--- src/rtl/ball_if.sv ---
// ball_if: game-side signal bundle between the paddle/serve source and the
// ball engine.
//   serve           source -> engine   single-cycle serve request
//   paddle_left_y   source -> engine   left paddle top y
//   paddle_right_y  source -> engine   right paddle top y
//   ball_x, ball_y  engine -> source   ball top-left position
//   left_edge       engine -> source   left-edge exit count
//   right_edge      engine -> source   right-edge exit count
//   in_play         engine -> source   high while the ball is in play
//   hit             engine -> source   one-cycle pulse per paddle bounce
interface ball_if;
  logic        serve;
  logic [9:0]  paddle_left_y;
  logic [9:0]  paddle_right_y;
  logic [9:0]  ball_x;
  logic [9:0]  ball_y;
  logic [31:0] left_edge;
  logic [31:0] right_edge;
  logic        in_play;
  logic        hit;

  modport master (
    output serve, paddle_left_y, paddle_right_y,
    input  ball_x, ball_y, left_edge, right_edge, in_play, hit
  );

  modport slave (
    input  serve, paddle_left_y, paddle_right_y,
    output ball_x, ball_y, left_edge, right_edge, in_play, hit
  );
endinterface

--- src/rtl/ball_engine.sv ---
// ball_engine: moves a square ball across the playfield at a fixed step rate,
// bounces it off the top/bottom walls and both paddles, and counts exits
// through the left and right edges.
// Ports:
//   clock  system clock
//   reset  asynchronous, active-high reset
//   bus    ball_if.slave (serve/paddle inputs, ball/edge/status outputs)
//
// state      | meaning
// -----------+-----------------------------------------------
// SERVE_WAIT | ball parked at center, waiting for serve pulse
// PLAY       | ball moving, one move per step tick
// POINT      | ball frozen after an exit for HOLD_STEPS steps
module ball_engine #(
  parameter int SCREEN_W    = 640,
  parameter int SCREEN_H    = 480,
  parameter int BALL_SIZE   = 8,
  parameter int PADDLE_H    = 64,
  parameter int PADDLE_W    = 8,
  parameter int PADDLE_X_L  = 16,
  parameter int PADDLE_X_R  = 616,
  parameter int SPEED       = 2,
  parameter int STEP_CYCLES = 416667,
  parameter int HOLD_STEPS  = 60
) (
  input logic   clock,
  input logic   reset,
  ball_if.slave bus
);

  typedef enum logic [1:0] {
    SERVE_WAIT = 2'd0,
    PLAY       = 2'd1,
    POINT      = 2'd2
  } state_t;

  localparam int CNT_W  = (STEP_CYCLES > 1) ? $clog2(STEP_CYCLES) : 1;
  localparam int HOLD_W = (HOLD_STEPS > 1) ? $clog2(HOLD_STEPS) : 1;

  localparam logic [CNT_W-1:0]  STEP_LAST = CNT_W'(STEP_CYCLES - 1);
  localparam logic [HOLD_W-1:0] HOLD_LAST = HOLD_W'(HOLD_STEPS - 1);

  localparam logic [9:0] X_CENTER = 10'((SCREEN_W - BALL_SIZE) / 2);
  localparam logic [9:0] Y_CENTER = 10'((SCREEN_H - BALL_SIZE) / 2);

  // All motion math is 12-bit signed so nx/ny can go negative at the edges.
  localparam logic signed [11:0] S_SPEED  = 12'(SPEED);
  localparam logic signed [11:0] S_BALL   = 12'(BALL_SIZE);
  localparam logic signed [11:0] S_PH     = 12'(PADDLE_H);
  localparam logic signed [11:0] S_Y_MAX  = 12'(SCREEN_H - BALL_SIZE);
  localparam logic signed [11:0] S_X_MAX  = 12'(SCREEN_W - BALL_SIZE);
  localparam logic signed [11:0] S_L_FACE = 12'(PADDLE_X_L + PADDLE_W);
  localparam logic signed [11:0] S_R_FACE = 12'(PADDLE_X_R);
  localparam logic signed [11:0] S_ZERO   = 12'sd0;

  state_t              state_q, state_d;
  logic [CNT_W-1:0]    step_cnt_q;
  logic [HOLD_W-1:0]   hold_q, hold_d;
  logic [9:0]          ball_x_q, ball_x_d;
  logic [9:0]          ball_y_q, ball_y_d;
  logic                dx_neg_q, dx_neg_d;
  logic                dy_neg_q, dy_neg_d;
  logic                serve_right_q, serve_right_d;
  logic [31:0]         left_edge_q, left_edge_d;
  logic [31:0]         right_edge_q, right_edge_d;
  logic                hit_q, hit_d;

  logic                step;
  logic signed [11:0]  cur_x, cur_y, dx, dy, nx, ny, pl, pr;
  logic                ov_l, ov_r;

  // Free-running step timer; runs in every state so step phase never drifts.
  always_ff @(posedge clock or posedge reset) begin
    if (reset) begin
      step_cnt_q <= '0;
    end else if (step_cnt_q == STEP_LAST) begin
      step_cnt_q <= '0;
    end else begin
      step_cnt_q <= step_cnt_q + 1'b1;
    end
  end

  assign step = (step_cnt_q == STEP_LAST);

  always_ff @(posedge clock or posedge reset) begin
    if (reset) begin
      state_q       <= SERVE_WAIT;
      hold_q        <= '0;
      ball_x_q      <= X_CENTER;
      ball_y_q      <= Y_CENTER;
      dx_neg_q      <= 1'b0;
      dy_neg_q      <= 1'b0;
      serve_right_q <= 1'b0;
      left_edge_q   <= '0;
      right_edge_q  <= '0;
      hit_q         <= 1'b0;
    end else begin
      state_q       <= state_d;
      hold_q        <= hold_d;
      ball_x_q      <= ball_x_d;
      ball_y_q      <= ball_y_d;
      dx_neg_q      <= dx_neg_d;
      dy_neg_q      <= dy_neg_d;
      serve_right_q <= serve_right_d;
      left_edge_q   <= left_edge_d;
      right_edge_q  <= right_edge_d;
      hit_q         <= hit_d;
    end
  end

  always_comb begin
    cur_x = $signed({2'b00, ball_x_q});
    cur_y = $signed({2'b00, ball_y_q});
    dx    = dx_neg_q ? -S_SPEED : S_SPEED;
    dy    = dy_neg_q ? -S_SPEED : S_SPEED;
    nx    = cur_x + dx;
    ny    = cur_y + dy;
    // Paddle y is taken as-is (no clamping), so the full 10-bit range is legal.
    pl    = $signed({2'b00, bus.paddle_left_y});
    pr    = $signed({2'b00, bus.paddle_right_y});
    ov_l  = (cur_y + S_BALL > pl) && (cur_y < pl + S_PH);
    ov_r  = (cur_y + S_BALL > pr) && (cur_y < pr + S_PH);
  end

  always_comb begin
    state_d       = state_q;
    hold_d        = hold_q;
    ball_x_d      = ball_x_q;
    ball_y_d      = ball_y_q;
    dx_neg_d      = dx_neg_q;
    dy_neg_d      = dy_neg_q;
    serve_right_d = serve_right_q;
    left_edge_d   = left_edge_q;
    right_edge_d  = right_edge_q;
    hit_d         = 1'b0;

    case (state_q)
      SERVE_WAIT: begin
        if (bus.serve) begin
          state_d = PLAY;
        end
      end

      PLAY: begin
        if (step) begin
          if (ny <= S_ZERO) begin
            ball_y_d = 10'd0;
            dy_neg_d = 1'b0;
          end else if (ny >= S_Y_MAX) begin
            ball_y_d = S_Y_MAX[9:0];
            dy_neg_d = 1'b1;
          end else begin
            ball_y_d = ny[9:0];
          end

          // Paddle bounces are checked before exits so a hit wins over an exit.
          if (dx_neg_q && (cur_x >= S_L_FACE) && (nx < S_L_FACE) && ov_l) begin
            ball_x_d = S_L_FACE[9:0];
            dx_neg_d = 1'b0;
            hit_d    = 1'b1;
          end else if (!dx_neg_q && (cur_x + S_BALL <= S_R_FACE) &&
                       (nx + S_BALL > S_R_FACE) && ov_r) begin
            ball_x_d = 10'(S_R_FACE - S_BALL);
            dx_neg_d = 1'b1;
            hit_d    = 1'b1;
          end else if (nx <= S_ZERO) begin
            ball_x_d      = 10'd0;
            left_edge_d   = left_edge_q + 32'd1;
            serve_right_d = 1'b0;
            state_d       = POINT;
          end else if (nx >= S_X_MAX) begin
            ball_x_d      = S_X_MAX[9:0];
            right_edge_d  = right_edge_q + 32'd1;
            serve_right_d = 1'b1;
            state_d       = POINT;
          end else begin
            ball_x_d = nx[9:0];
          end
        end
      end

      POINT: begin
        if (step) begin
          if (hold_q == HOLD_LAST) begin
            hold_d   = '0;
            ball_x_d = X_CENTER;
            ball_y_d = Y_CENTER;
            // Ball heads back toward the side that just scored against.
            dx_neg_d = !serve_right_q;
            dy_neg_d = 1'b0;
            state_d  = SERVE_WAIT;
          end else begin
            hold_d = hold_q + 1'b1;
          end
        end
      end

      default: begin
        state_d = SERVE_WAIT;
      end
    endcase
  end

  assign bus.ball_x     = ball_x_q;
  assign bus.ball_y     = ball_y_q;
  assign bus.left_edge  = left_edge_q;
  assign bus.right_edge = right_edge_q;
  assign bus.in_play    = (state_q == PLAY);
  assign bus.hit        = hit_q;

endmodule
--- src/flat_wrapper.sv ---
// flat-port wrapper written by rule: the top's interface ports become plain ports
module ball_engine_flat 
#(
  parameter int SCREEN_W    = 640,
  parameter int SCREEN_H    = 480,
  parameter int BALL_SIZE   = 8,
  parameter int PADDLE_H    = 64,
  parameter int PADDLE_W    = 8,
  parameter int PADDLE_X_L  = 16,
  parameter int PADDLE_X_R  = 616,
  parameter int SPEED       = 2,
  parameter int STEP_CYCLES = 416667,
  parameter int HOLD_STEPS  = 60
)
  (clock, reset, bus_serve, bus_paddle_left_y, bus_paddle_right_y, bus_ball_x, bus_ball_y, bus_left_edge, bus_right_edge, bus_in_play, bus_hit);
  ball_if bus_i ();
  input logic clock;
  input logic reset;
  input wire logic [$bits(bus_i.serve)-1:0] bus_serve;
  input wire logic [$bits(bus_i.paddle_left_y)-1:0] bus_paddle_left_y;
  input wire logic [$bits(bus_i.paddle_right_y)-1:0] bus_paddle_right_y;
  output wire logic [$bits(bus_i.ball_x)-1:0] bus_ball_x;
  output wire logic [$bits(bus_i.ball_y)-1:0] bus_ball_y;
  output wire logic [$bits(bus_i.left_edge)-1:0] bus_left_edge;
  output wire logic [$bits(bus_i.right_edge)-1:0] bus_right_edge;
  output wire logic [$bits(bus_i.in_play)-1:0] bus_in_play;
  output wire logic [$bits(bus_i.hit)-1:0] bus_hit;
  assign bus_i.serve = bus_serve;
  assign bus_i.paddle_left_y = bus_paddle_left_y;
  assign bus_i.paddle_right_y = bus_paddle_right_y;
  assign bus_ball_x = bus_i.ball_x;
  assign bus_ball_y = bus_i.ball_y;
  assign bus_left_edge = bus_i.left_edge;
  assign bus_right_edge = bus_i.right_edge;
  assign bus_in_play = bus_i.in_play;
  assign bus_hit = bus_i.hit;
  ball_engine #(.SCREEN_W(SCREEN_W), .SCREEN_H(SCREEN_H), .BALL_SIZE(BALL_SIZE), .PADDLE_H(PADDLE_H), .PADDLE_W(PADDLE_W), .PADDLE_X_L(PADDLE_X_L), .PADDLE_X_R(PADDLE_X_R), .SPEED(SPEED), .STEP_CYCLES(STEP_CYCLES), .HOLD_STEPS(HOLD_STEPS)) u_core (.clock(clock), .reset(reset), .bus(bus_i));
endmodule
--- config.mk ---
export PLATFORM = sky130hd
export DESIGN_NAME = ball_engine_flat
export DESIGN_NICKNAME = d
export VERILOG_FILES = /design/src/rtl/ball_if.sv /design/src/rtl/ball_engine.sv /design/src/flat_wrapper.sv
export SDC_FILE = /design/constraint.sdc
export NUM_CORES = 1
export LEC_CHECK = 0
export BUFFER_PORTS_ARGS = -buffer_cell sky130_fd_sc_hd__buf_2
export CAP_MARGIN = 5
export CORE_ASPECT_RATIO = 0.5
export CORE_UTILIZATION = 53
export CTS_CLUSTER_SIZE = 16
export DETAILED_ROUTE_END_ITERATION = 12
export HOLD_SLACK_MARGIN = 0.15
export PLACE_DENSITY_LB_ADDON = 0.3
export SETUP_SLACK_MARGIN = 0.02
export SLEW_MARGIN = 20
export SYNTH_ARGS = -nofsm -noshare
export SYNTH_HDL_FRONTEND = slang
export SYNTH_SLANG_ARGS = --single-unit
--- constraint.sdc ---
create_clock -name clock -period 3.7 [get_ports clock]
set_clock_uncertainty 0.1 [all_clocks]
set_input_delay 0.74 -clock clock [delete_from_list [all_inputs] [get_ports clock]]
set_output_delay 0.74 -clock clock [all_outputs]
set_load 0.03 [all_outputs]
==> impl_metrics.json <==
{
  "status": "finished with violations",
  "violations": "negative setup slack",
  "power_density_nw_per_um2": 862,
  "slowest_stage": "dfstp_2",
  "hp-start": "u_core.bus.left_edge[31]",
  "cts_buffers": 17,
  "synthTopCellsByCount": "dfrtp_1, nor2_1, nand2_1",
  "cts_tree": "yes",
  "die_height_um": 87.7,
  "tightest_slew_ns": 0.749,
  "synth.area.top_cells": "dfrtp_1, ha_1, xnor2_1, xor2_1, nor2_1",
  "ys_types": 86,
  "dieArea_um2": 15200,
  "min_path_type": "reg -> reg",
  "fin_cells": 1253,
  "synth.most_common_cell": "dfrtp_1",
  "clk_pin_slew_ns": 0.06,
  "die_x_um": 173,
  "irDropWorstVdd_mv": 0.561,
  "grt.overflow.total": 0,
  "ff2ff_setup_slack_ns": -0.07,
  "maxCapViolations": 0,
  "start_util_pct": 55.9,
  "reg2reg_depth": 16,
  "fmax_mhz": 265,
  "routed_wl_mm": 21.8,
  "min_path_cells": 1,
  "insertion_delay_ns": 0.41,
  "cellLeakagePower_nw": 5.08,
  "min_to": "u_core.bus.left_edge[31]",
  "min_period_over_period_pct": 102,
  "syn-instance-count": 852,
  "vias_per_cell": 5.87,
  "fin_crit_ns": 3.77,
  "ios": 109,
  "synth_top_area_share_pct": 33.1,
  "critPathMaxStageDelay_ns": 0.59,
  "layout-drive-gt1-share_pct": 31.8,
  "clock_sinks": 113,
  "endpoint_kind": "flop",
  "regArea_um2": 2840,
  "fin_total_pwr_mw": 8.88,
  "tns_ns": -0.229,
  "nNetsFinal": 1139,
  "gp_congestion": 0.957,
  "syn_area_per_cell_um2": 9.14,
  "grt_antenna_before_repair": 0,
  "arrival_ns": 4.02,
  "worst_slack_ns": -0.0698,
  "synth_ff_type": "dfrtp_1",
  "grt_usage_pct": 27.0,
  "critPathKind": "reg -> reg",
  "drt-wirelength-per-cell_um": 17.4,
  "synth.ff_latch_count": 113,
  "ys_warn_count": 0,
  "rr_endpoint": "u_core.state_q[0]",
  "clockRootBuffer": "clkbuf_16",
  "diodes": 0,
  "grt_pass1_wl_mm": 33.1,
  "timing.rr.start": "u_core.bus.ball_x[2]",
  "pre_cts_slack_ns": -0.0351,
  "fill_cells": 931,
  "crit_family": "compound AO/OA/AOI/OAI gates",
  "multi_input_area_um2": 5160,
  "hpwl_mm": 14.9,
  "design_area_um2": 10300,
  "path_cells": "ha_4 -> a211oi_4 -> nor2_2 -> xnor2_2 -> buf_4 -> buf_4 -> ha_4 -> a21oi_2 -> a21oi_2 -> o211ai_1 -> a22oi_2 -> or3_4 -> buf_6 -> and2_4 -> a31oi_2 -> o211a_1",
  "hold_viol": 0,
  "dpl.cell_count": 1201,
  "cts_max_path_buffers": 2,
  "setup.worst_path.start_class": "flop",
  "netlist_area_um2": 7780,
  "drc": 0,
  "relSlewSlack_pct": 50.1,
  "async_flop_share_pct": 100,
  "rows": 30,
  "rsz0062_at_grt": "true",
  "maxSlewViolCount": 0,
  "drtIter0Drc": 600,
  "ant_nets": 0,
  "seq_area_frac_synth_pct": 36.5,
  "dr_total_vias": 7354,
  "areaGrowthSynthToFinish_pct": 32.4,
  "htree_levels": 4,
  "grt_pass1_vias": 6904,
  "grt_max_degree": 59,
  "dr.pass1.iters": 6,
  "portBuffers": 106,
  "setup_viol": 9,
  "fp.coreArea_um2": 13900,
  "placed_area_um2": 8990,
  "synth_edf_count": 0,
  "yosysTopAreaCell": "dfrtp_1",
  "worst-path-buf-inv": 3,
  "worstPathRequired_ns": 3.95,
  "crit_path_max_fanout": 8
}
-- layout by cell type (no fill, tap or decap), drive strengths merged, types with 26 or more instances in the layout --
cell type / count
xor2: 45
nand3: 48
nand2: 73
nor2: 90
a21oi: 39
xnor2: 57
nand4: 28
o21ai: 26
inv: 57
buf: 189
dfrtp: 103
ha: 66
-- registers in the layout, indices dropped and copies added (netlist names) --
name	cells
u_core.step_cnt_q	19
u_core.bus.ball_y	9
u_core.bus.left_edge	32
u_core.dx_neg_q	1
u_core.state_q	2
u_core.dy_neg_q	1
u_core.bus.hit	1
u_core.bus.right_edge	32
u_core.bus.ball_x	9
u_core.hold_q	6
u_core.serve_right_q	1
-- metal layers --
| metal | part of all wire (%) | global-route usage (%) |
|---|---|---|
| met3 | 6.8 | 5.99 |
| met1 | 45 | 36.1 |
| met5 | 0 | 0 |
| met2 | 46 | 44.8 |
| met4 | 1.7 | 7.24 |
-- worst max path at each step --
stage | cells past startpoint | endpoint | slack, ns | start
2_1_floorplan | 12 | u_core.bus.right_edge[25] | 0.04 | u_core.dx_neg_q
3_3_place_gp | 14 | u_core.bus.left_edge[23] | 0.09 | bus_paddle_right_y[4]
3_5_place_dp | 16 | u_core.bus.right_edge[29] | -0.04 | u_core.bus.ball_x[3]
4_1_cts | 13 | u_core.bus.right_edge[20] | 0.01 | u_core.bus.ball_x[3]
5_1_grt | 17 | u_core.bus.left_edge[31] | -0.15 | u_core.bus.ball_y[3]
6_report | 16 | u_core.state_q[0] | -0.07 | u_core.bus.ball_x[2]
-- power by group --
part	internal (mW)	leakage [nW]	switching [mW]	total, mW
combinational	2.51	3.29	3.17	5.68
sequential	1.38	1.50	0.182	1.56
clock	0.999	0.278	0.641	1.64
-- layout make-up --
type	instances	area share [%]
Timing Repair Buffer	191	12.4
Sequential cell	113	27.6
Multi-Input combinational cell	670	50.1
Tap cell	192	2.33
Inverter	55	2.04
Clock buffer	18	4.16
Clock inverter	14	1.49
-- per-stage QoR --
stage	hold WS [ns]	utilization, %
floorplan	0.339	-
global placement	0.357	64.6
detailed placement	0.361	64.6
CTS	0.372	68.9
global route	0.378	74.0
finish	0.361	74.0
-- logic make-up after synthesis --
logic type,Yosys count,synth area share [%]
other cells,1,0.0482
mux,6,0.852
fa+ha+maj,68,11.1
flops,113,36.5
simple gates,336,22.0
xor+xnor,102,11.5
buf+inv,71,3.84
compound gates,155,14.2
-- timing repair --
| item | CTS | global route |
|---|---|---|
| endpoints found under the setup margin | 27 | 82 |
| hold endpoints to repair | 0 | 0 |
| pin swaps | 0 | 40 |
| gates resized for setup | 4 | 109 |
| hold buffers | 0 | 0 |
| buffers inserted | 0 | 18 |
| gates cloned | 0 | 3 |
No activity file was read; power rests on OpenSTA's default activity.
